[src/rtl/seg7_scan_driver.sv]
// Multiplexed seven-segment scan driver: latches a hex word into shadow registers
// and walks one digit per prescaler slot, with optional leading-zero suppression.
`timescale 1ns/1ps

module seg7_scan_driver #(
    parameter int NDIG       = 4,
    parameter int DIV        = 50000,
    parameter int ACTIVE_LOW = 1,
    parameter int LZS        = 0
) (
    input  logic              clk,
    input  logic              rst,
    input  logic [4*NDIG-1:0] value,
    input  logic [NDIG-1:0]   dp_in,
    input  logic [NDIG-1:0]   blank,
    input  logic              load,
    output logic [NDIG-1:0]   an,
    output logic [6:0]        seg,
    output logic              dp
);

    localparam int            IW   = (NDIG > 1) ? $clog2(NDIG) : 1;
    localparam int            PW   = $clog2(DIV);
    localparam logic [PW-1:0] TERM = PW'(DIV - 1);
    localparam logic          INV  = (ACTIVE_LOW != 0);

    logic [PW-1:0]     presc;
    logic [IW-1:0]     idx;
    logic              tick;
    logic [4*NDIG-1:0] value_q;
    logic [NDIG-1:0]   dp_q;
    logic [NDIG-1:0]   blank_q;
    logic [NDIG-1:0]   hide;
    logic [NDIG-1:0]   an_hot;
    logic [3:0]        nib;
    logic              cur_hide;
    logic              cur_dp;

    function automatic logic [6:0] seg7_decode(input logic [3:0] n);
        logic [6:0] s;
        case (n)
            4'h0: s = 7'h7E;
            4'h1: s = 7'h30;
            4'h2: s = 7'h6D;
            4'h3: s = 7'h79;
            4'h4: s = 7'h33;
            4'h5: s = 7'h5B;
            4'h6: s = 7'h5F;
            4'h7: s = 7'h70;
            4'h8: s = 7'h7F;
            4'h9: s = 7'h7B;
            4'hA: s = 7'h77;
            4'hB: s = 7'h1F;
            4'hC: s = 7'h4E;
            4'hD: s = 7'h3D;
            4'hE: s = 7'h4F;
            default: s = 7'h47;
        endcase
        return s;
    endfunction

    assign tick = (presc == TERM);

    // NOTE: state registers use non-blocking assignments so every flop samples
    // pre-edge values; blocking here would create order-dependent simulation.
    always_ff @(posedge clk) begin
        if (rst)       presc <= '0;
        else if (tick) presc <= '0;
        else           presc <= presc + 1'b1;
    end

    always_ff @(posedge clk) begin
        if (rst) begin
            idx <= '0;
        end else if (tick) begin
            if (NDIG == 1 || idx == IW'(NDIG - 1)) idx <= '0;
            else                                   idx <= idx + 1'b1;
        end
    end

    always_ff @(posedge clk) begin
        if (rst) begin
            value_q <= '0;
            dp_q    <= '0;
            blank_q <= '0;
        end else if (load) begin
            value_q <= value;
            dp_q    <= dp_in;
            blank_q <= blank;
        end
    end

    // Suppression scans from the top digit down; a requested dp stops it there.
    // NOTE: every always_comb output gets a default first so no path can infer a latch.
    always_comb begin
        logic zero_run;
        logic dp_run;
        hide     = blank_q;
        zero_run = 1'b1;
        dp_run   = 1'b0;
        for (int k = NDIG - 1; k >= 1; k--) begin
            zero_run = zero_run & (value_q[4*k +: 4] == 4'h0);
            dp_run   = dp_run | dp_q[k];
            if (LZS != 0 && zero_run && !dp_run) hide[k] = 1'b1;
        end
    end

    always_comb begin
        nib      = 4'h0;
        cur_hide = 1'b0;
        cur_dp   = 1'b0;
        an_hot   = '0;
        for (int k = 0; k < NDIG; k++) begin
            if (idx == IW'(k)) begin
                nib       = value_q[4*k +: 4];
                cur_hide  = hide[k];
                cur_dp    = dp_q[k];
                an_hot[k] = 1'b1;
            end
        end
    end

    // Polarity is applied only here; everything upstream is high-true.
    always_ff @(posedge clk) begin
        if (rst) begin
            an  <= {NDIG{INV}};
            seg <= {7{INV}};
            dp  <= INV;
        end else begin
            an  <= an_hot ^ {NDIG{INV}};
            seg <= (cur_hide ? 7'h00 : seg7_decode(nib)) ^ {7{INV}};
            dp  <= (cur_dp & ~cur_hide) ^ INV;
        end
    end

endmodule

[config.mk]
export PLATFORM = sky130hd
export DESIGN_NAME = seg7_scan_driver
export DESIGN_NICKNAME = d
export VERILOG_FILES = /design/src/rtl/seg7_scan_driver.sv
export SDC_FILE = /design/constraint.sdc
export NUM_CORES = 1
export LEC_CHECK = 0
export ABC_CLOCK_PERIOD_IN_PS = 4900
export CORE_AREA = 2 2 102 104
export CTS_BUF_LIST = sky130_fd_sc_hd__clkbuf_16
export DETAILED_ROUTE_END_ITERATION = 6
export DIE_AREA = 0 0 104 106
export PLACE_DENSITY = 0.44
export SETUP_SLACK_MARGIN = 0.15
export SLEW_MARGIN = 15
export SYNTH_ARGS = -nofsm -noshare
export SYNTH_HDL_FRONTEND = slang
export SYNTH_SLANG_ARGS = --single-unit
[constraint.sdc]
create_clock -name clk -period 4.9 [get_ports clk]
set_input_delay 0.735 -clock clk [delete_from_list [all_inputs] [get_ports clk]]
set_output_delay 0.735 -clock clk [all_outputs]
set_load 0.01 [all_outputs]
== Word-level counts from Yosys, hierarchy flattened ==
Memory sizes are Yosys's and may differ from the RTL's.
Index checks and enable logic that the tools add are counted.

* Word-level logic and storage cells: 41
* Input bits: 27
* Bits in registers: 54
* Latch bits: 0
* Memories kept: 1
* RAM bits: 0
* ROM bits: 112

{| class="wikitable"
|+ Memory list
! memory !! depth !! bits a word !! read ports !! clocked after memory_dff !! wr ports !! line !! text
|-
| (no name shown) || 16 || 7 || 1 || 0 || 0 || 41 || <nowiki>case (n)</nowiki>
|}

* $lt $le $gt $ge: 0
* Add/subtract/negate cells: 2
* Equality and inequality tests: 4
* Shifts and indexed selects: 0
* Mux-type cells: 19
* Divide/modulo/power cells: 0
* Bitwise logic cells: 5
* Multiply operators: 0
* Reduce and logical (&&, ||, !) cells: 2

{| class="wikitable"
|+ Operators with widths
! operator !! number
|-
| $add 16x1->16 const B || 1
|-
| $eq 16x16->1 const B || 1
|-
| $mux 4 || 4
|-
| $mux 7 || 2
|-
| $mux 1 || 12
|-
| $not 7->7 || 1
|-
| $eq 2x2->1 const B || 2
|-
| $not 4->4 || 1
|-
| $add 2x1->2 const B || 1
|-
| $eq 2x1->1 const B || 1
|-
| $logic_not 2->1 || 1
|-
| $mux 2 || 1
|-
| $not 1->1 || 2
|-
| $reduce_or 2->1 || 1
|-
| $and 1x1->1 || 1
|}

== Depth between registers and ports, before layout ==
Gate-level depths: netlist of the first run.
An unclocked memory read counts as a cell.

* Depth in word-level cells: 9
* Mapped depth: 11
* Mapped depth without buffers: 10

== Worst setup path before layout of the first run ==
OpenSTA, ideal clock, no wires.

* Kind: register to register
* Start: reg idx[1]
* End: reg seg[0]
* Setup slack: 2.665 ns
* Cell stages (with the launch flop): 11
* Arrival time: 2.090 ns
* Path buffers: 1
* Cells stage by stage: dfxtp_1 > inv_1 > ha_1 > buf_2 > nand3b_1 > a221oi_2 > inv_1 > ha_1 > mux2_1 > nand2_1 > o211ai_1

* Longest elaborated chain between the ends: 9
* Elaborated cells between the ends (all ways): 16
* Those cells by class: eq/ne (3); mux (10); bitwise (1); reduce/logical (1); memory (1)

{| class="wikitable"
|+ RTL lines
! element !! line !! text
|-
| start: declaration || 28 || <nowiki>logic [IW-1:0] idx;</nowiki>
|-
| start signal: assignment || 77 || <nowiki>else idx <= idx + 1'b1;</nowiki>
|-
| $logic_not 2->1 || 114 || <nowiki>if (idx == IW'(k)) begin</nowiki>
|-
| $mux 4 (4 in a row) || 114 ||
|-
| $mem_v2 16x7 || n/a ||
|-
| $mux 7 || 125 || <nowiki>if (rst) begin</nowiki>
|-
| $mux 7 (*) || 131 || <nowiki>seg <= (cur_hide ? 7'h00 : seg7_decode(nib)) ^ {7{INV}};</nowiki>
|-
| $not 7->7 (no line) (*) || n/a ||
|-
| end signal: assignment || 127 || <nowiki>seg <= {7{INV}};</nowiki>
|-
| end signal: assignment || 131 ||
|-
| end: declaration || 18 || <nowiki>output logic [6:0] seg,</nowiki>
|}

Every way passes the cells marked *; elsewhere a longest branch is shown, timed or not. The select of a mux whose other input is x is not followed.
A chain may end at the register's enable or synchronous reset.

== Final worst setup path of the first run ==
* Start: reg idx[0]
* End: reg seg[1]

Same word-level chain as after synthesis.

==> run summary, run 1 <==
Post-Syn Area = 0.00244 mm^2
Final Max Tran Viols = 0
First-pass GRT wire length = 8920 um
DP Worst Slack = 2270 ps
FILL cells = 1067
Clock Tree Root = clkbuf_16
Setup crit end kind = flop
Buffer count from post-CTS setup fixing = 0
Critical path class = flop to flop
Layout cells sized above 1 = 5.48%
Fin crit period = 2650 ps
RSZ-0062 raised after global routing = false
Crit-path most repeated cell = ha_1
Slowest cell on the critical path = ha_1
Synth warn = 0
NetSw = 0.225 mW
Post-synthesis adder-cell area fraction = 5.63%
WHS Path Cells = 1
Core ar. = 0.0100 mm^2
Synth area leader = dfxtp_1
Switching share of total power = 24.0%
Post-synthesis cell count = 257
Area contributors post-synth = dfxtp_1 (44%), mux2i_1 (12%), nor2_1 (6.9%)
Maximum buffer depth of the clock tree = 2
Top Family by Delay on Critical Path = adder cells
Synth unique cells = 42
Die footprint = 0.0110 mm^2
Worst skew pair latency = 290 ps
Worst Setup Start Kind = flop
Syn-to-layout area delta = 26.6%
# IOs = 39
Final setup viols = 0
Die X = 104 um
Async SR Flop Fraction = 0%
Vias in the first global route = 1760
Clock buffer count from CTS = 5
Critical Path AT = 2790 ps
Critical path depth in cells = 8
Die H = 106 um
Worst Reg2Reg Path Length in Cells = 8
Starting Density = 24.4%
Post-Synth Simple-Gate Area = 19.6%
Total wire length = 5150 um
Drt pass-1 iters = 4
Post-CTS sizing = 0
Status = finished, final reports clean
Clock Sink Count = 54
Syn_area_per_cell = 9.51 um^2
HPWL after DPL = 3630 um
Commonest non-fill, non-tap cell in the layout = dfxtp_1
Initial DRC Count = 34
Post-route setup slack = 2250 ps
RD Place Congestion = 0.762
Largest net degree at the start of global routing = 33
Comb pwr share = 11.1%
CP Cell Sequence = ha_1, mux2i_1, a31oi_1, inv_1, ha_1, mux2_1, nand2_1, o211ai_1
Worst Tran Pin Value = 784 ps
Diode count = 0
Commonest cells after routing, fill and taps aside = dfxtp_1 (54), nor2_1 (45), clkdlybuf4s50_1 (38), mux2i_1 (29), nand2_1 (18)
DR WL/cell = 12.0 um
CP Buf/Inv Count = 1
Synth Flop Type = dfxtp_1
Fmax = 378 MHz
Cell internal pwr = 0.712 mW
Power per Cell Area = 303 mW/mm^2
DR vias = 1757
Hold/Removal Path Class = flop to flop
Clock Skew = 6.35 ps
Post-synthesis sequential area ratio = 44.2%
DRC viols = 0
Final Cycle Share = 54.0%
Initial antenna violation count = 0
VDD IR-drop max = 0.135 mV
Rows = 37
Power share of the clock group = 38.8%
Required @ worst endpoint = 5050 ps
EDFF count, synth = 0
Placed Cells = 420
Largest family of logic cells by synthesized area = simple AND/OR/NAND/NOR gates
Post-synthesis mux area share = 12.8%
Max transition margin = 47.7%
H-tree Lvls = 2
Leakage power total = 1.20 nW
Compound-cell area share of the yosys netlist = 8.50%
Grt ovf = 0
Post-synthesis net count = 295
Final hold vios = 0
Sequential power share = 50.1%
Vias per inst = 4.11
Critical path's largest stage delay = 590 ps
Clk pin slew, worst setup/hold paths = 80 ps
Hold buffers post-CTS = 0
Port Buf Inserts = 38
Synthesis-stage register bit count = 54
CP Max Fanout = 15
Yosys top cell area share = 44.2%
Final ANT Viol Nets = 0
Xor/xnor share of the synthesized area = 5.02%
Fin nets = 329
MaxCap Viol Count = 0
Non-filler instance count after layout = 428
CTS tree = built
Total GRT Usage = 9.99%
Setup TNS = 0 ps
final timing paths:
path / slack [ps] / endpoint / startpoint
setup reg to reg: 2250 / seg[1]$_SDFF_PP1_ / idx[0]$_SDFFE_PP0P_
hold / removal: 470 / presc[0]$_SDFF_PP0_ / presc[0]$_SDFF_PP0_
hold reg to reg: 470 / presc[0]$_SDFF_PP0_ / presc[0]$_SDFF_PP0_
setup / recovery: 2250 / seg[1]$_SDFF_PP1_ / idx[0]$_SDFFE_PP0P_
through the flow:
stage / hold slack (ps) / util [%] / instance area, um^2 / power [mW]
floorplan: 430 / - / 2440 / 0.537
global placement: 450 / 29.4 / 2940 / 0.586
detailed placement: 459 / 29.4 / 2940 / 0.586
CTS: 478 / 30.9 / 3090 / 0.957
global route: 513 / 30.9 / 3090 / 0.988
finish: 467 / 30.9 / 3090 / 0.937
worst reg2reg max path: cells and delay by family, from the launching register on:
family / cells / cell delay, ps
flip-flops: 1 / 400
AO/OA/AOI/OAI: 2 / 540
AND/OR/NAND/NOR: 1 / 70
adder cells (fa/ha/maj): 2 / 870
multiplexers: 2 / 450
buffers and inverters: 1 / 170
area by class of cell:
type | count | area (um^2) | area share [%]
timing repair buffer | 40 | 395 | 12.8
sequential | 54 | 1080 | 34.9
tap | 136 | 170 | 5.50
clock inverter | 3 | 28.8 | 0.930
inverter | 9 | 33.8 | 1.09
clock buffer | 5 | 125 | 4.04
multi-input combinational | 181 | 1260 | 40.7
cell usage after synthesis, types with 3 or more instances:
library cell  number
a21oi_1            7
xnor2_1            6
buf_2              5
xor2_1             8
nor3b_1            3
mux2i_1           29
nand4_1            4
nor2_1            45
inv_1              9
and3_1             3
nand3b_1           4
ha_1              11
clkbuf_1           5
dfxtp_1           54
nand2b_1           5
nand2_1           18
nand3_1            6
registers in the layout, summed over array words and instances, names as in the netlist:
signal and count:
dp_q 4, seg 7, blank_q 4, an 4, idx 2, presc 16
value_q 16, dp 1
cell families (layout without fill, tap and decap cells):
family / after synthesis / count (layout)
and+or+nand+nor: 100 / 100
DFF: 54 / 54
muxes: 31 / 31
AOI/OAI and AO/OA: 25 / 25
buffers and inverters: 22 / 57
xor gates and xnor gates: 14 / 14
adders and majority gates: 11 / 11
per-layer routing:
| metal | track usage [%] | vias to the layer above | share of wire, % |
|---|---|---|---|
| met2 | 15.9 | 27 | 44 |
| met3 | 2.45 | 5 | 4.5 |
| li1 | - | 941 | - |
| met4 | 3.19 | 0 | 0.99 |
| met5 | 0 | - | 0 |
| met1 | 13.3 | 784 | 50 |
power by group through the flow:
stage	clock, mW	combinational [mW]	sequential (mW)
after global placement	0	0.105	0.480
after global routing	0.401	0.115	0.473
after detailed placement	0	0.105	0.480
final	0.364	0.104	0.470
after CTS	0.382	0.106	0.470
after floorplan	0	0.0560	0.481
No activity file was read; power rests on OpenSTA's default activity.
==> inputs of run 2 (changes only) <==
ABC_CLOCK_PERIOD_IN_PS = 2150   (was 4900)
PLACE_DENSITY = 0.45   (was 0.44)
clock period = 2.15 ns   (was 4.9 ns; I/O delays follow)
==> run summary, run 2 (synthesized netlist as in run 1, its figures left out) <==
Status = finished, final reports clean
Final Max Tran Viols = 0
Total GRT Usage = 10.2%
Fin crit period = 2020 ps
Cell internal pwr = 1.65 mW
DP Area = 0.00310 mm^2
Clock Skew = 7.79 ps
# IOs = 39
Area of the multi-input gates = 0.00146 mm^2
Syn-to-layout area delta = 46.2%
MaxCap Viol Count = 0
Worst Setup Start Kind = flop
First-pass GRT wire length = 9030 um
Vias in the first global route = 1839
Largest net degree at the start of global routing = 25
Final ANT Viol Nets = 0
Final Cell Area = 0.00357 mm^2
Hold/Removal Path Class = flop to flop
Fmax = 495 MHz
Rows = 37
Max transition margin = 76.4%
Die footprint = 0.0110 mm^2
Starting Density = 24.4%
Comb pwr share = 13.4%
CTS tree = built
Worst Tran Pin Value = 348 ps
Clock Sink Count = 54
Total wire length = 5490 um
Vias per inst = 4.19
Port Buf Inserts = 38
Diode count = 0
Leakage power total = 1.38 nW
H-tree Lvls = 2
Maximum buffer depth of the clock tree = 2
Power per Cell Area = 606 mW/mm^2
Required @ worst endpoint = 2320 ps
VDD IR-drop max = 0.393 mV
Drt pass-1 iters = 4
RD Place Congestion = 0.724
Fin nets = 358
Sequential power share = 49.4%
Switching share of total power = 23.8%
Power share of the clock group = 37.1%
Setup crit end kind = flop
FF/Latch Area = 0.00109 mm^2
Clock Tree Root = clkbuf_16
Layout cells sized above 1 = 21.8%
DR WL/cell = 12.0 um
Core ar. = 0.0100 mm^2
Clock buffer count from CTS = 5
Die X = 104 um
Final setup viols = 0
Fin util = 35.7%
Commonest cells after routing, fill and taps aside = dfxtp_1 (52), nor2_1 (45), clkdlybuf4s50_1 (38), mux2i_1 (28), buf_4 (20)
FILL cells = 1036
Biggest regs = presc: 16 flops, value_q: 16 flops, seg: 7 flops
Clk pin slew, worst setup/hold paths = 70 ps
DR vias = 1916
Commonest non-fill, non-tap cell in the layout = dfxtp_1
Worst hold slack = 475 ps
Grt ovf = 0
Hold buffers post-CTS = 0
RSZ-0062 raised after global routing = true
Final hold vios = 0
DRC viols = 0
Initial antenna violation count = 0
Final Cycle Share = 93.9%
Die H = 106 um
Initial DRC Count = 35
Critical path class = flop to flop
CP Max Fanout = 7
NetSw = 0.516 mW
HPWL after DPL = 3880 um
Critical Path AT = 2190 ps
Worst skew pair latency = 290 ps
-- run 2: cell types whose count changed in the layout (fill, tap and decap cells not counted), moves of 5 or more --
cell / previous run / this run
inv_2: 0 / 5
ha_4: 0 / 8
buf_6: 0 / 9
ha_1: 11 / 2
buf_4: 2 / 20
inv_1: 9 / 4
-- run 2: cell type report --
class	instances	share of cell area [%]
multi-input cells	181	41.0
flip-flops and latches	54	30.5
repair buffers	69	18.8
well taps	136	4.76
clock buffers	5	3.50
inverters	9	0.945
clock inverters	3	0.560
-- run 2: critical path: stages (launching register included) --
cell and delay (ps):
dfxtp_4 360, buf_6 120, ha_4 180, nand3b_1 200, a221oi_4 330, inv_2 140, ha_4 180, mux2_4 250
nand2_1 60, o211ai_1 80
-- run 2: routing by layer --
layer	track usage, %	wire, um
met3	2.82	209
met1	13.2	2690
met4	3.19	62
met2	16.4	2530
met5	0	0
-- run 2: power by group through the flow --
stage                     clock network (mW)  logic (mW)  registers [mW]
final                                  0.803       0.291            1.07
after global routing                   0.875       0.318            1.08
after CTS                              0.839       0.271            1.07
after detailed placement                   0       0.261            1.09
after global placement                     0       0.261            1.09
after floorplan                            0       0.134            1.10
-- run 2: worst paths after layout --
kind,depth (start not counted),end,from,slack [ps]
setup reg to reg,9,seg[0]$_SDFF_PP1_,idx[0]$_SDFFE_PP0P_,130
setup / recovery,9,seg[0]$_SDFF_PP1_,idx[0]$_SDFFE_PP0P_,130
hold / removal,1,presc[0]$_SDFF_PP0_,presc[0]$_SDFF_PP0_,470
hold reg to reg,1,presc[0]$_SDFF_PP0_,presc[0]$_SDFF_PP0_,470
-- run 2: repair_timing --
item | 4_1_cts | 5_1_grt
setup buffers | 4 | 13
setup endpoints to repair | 7 | 7
pin swaps | 2 | 13
resized for setup | 9 | 29
-- run 2: metrics by stage --
stage	total power, mW	TNS [ps]	cells	setup slack [ps]
2_1_floorplan	1.23	0	257	122
5_1_grt	2.27	-17.0	457	-17.0
4_1_cts	2.18	0	444	134
3_3_place_gp	1.36	0	432	38.8
3_5_place_dp	1.36	0	432	29.5
6_report	2.16	0	457	132
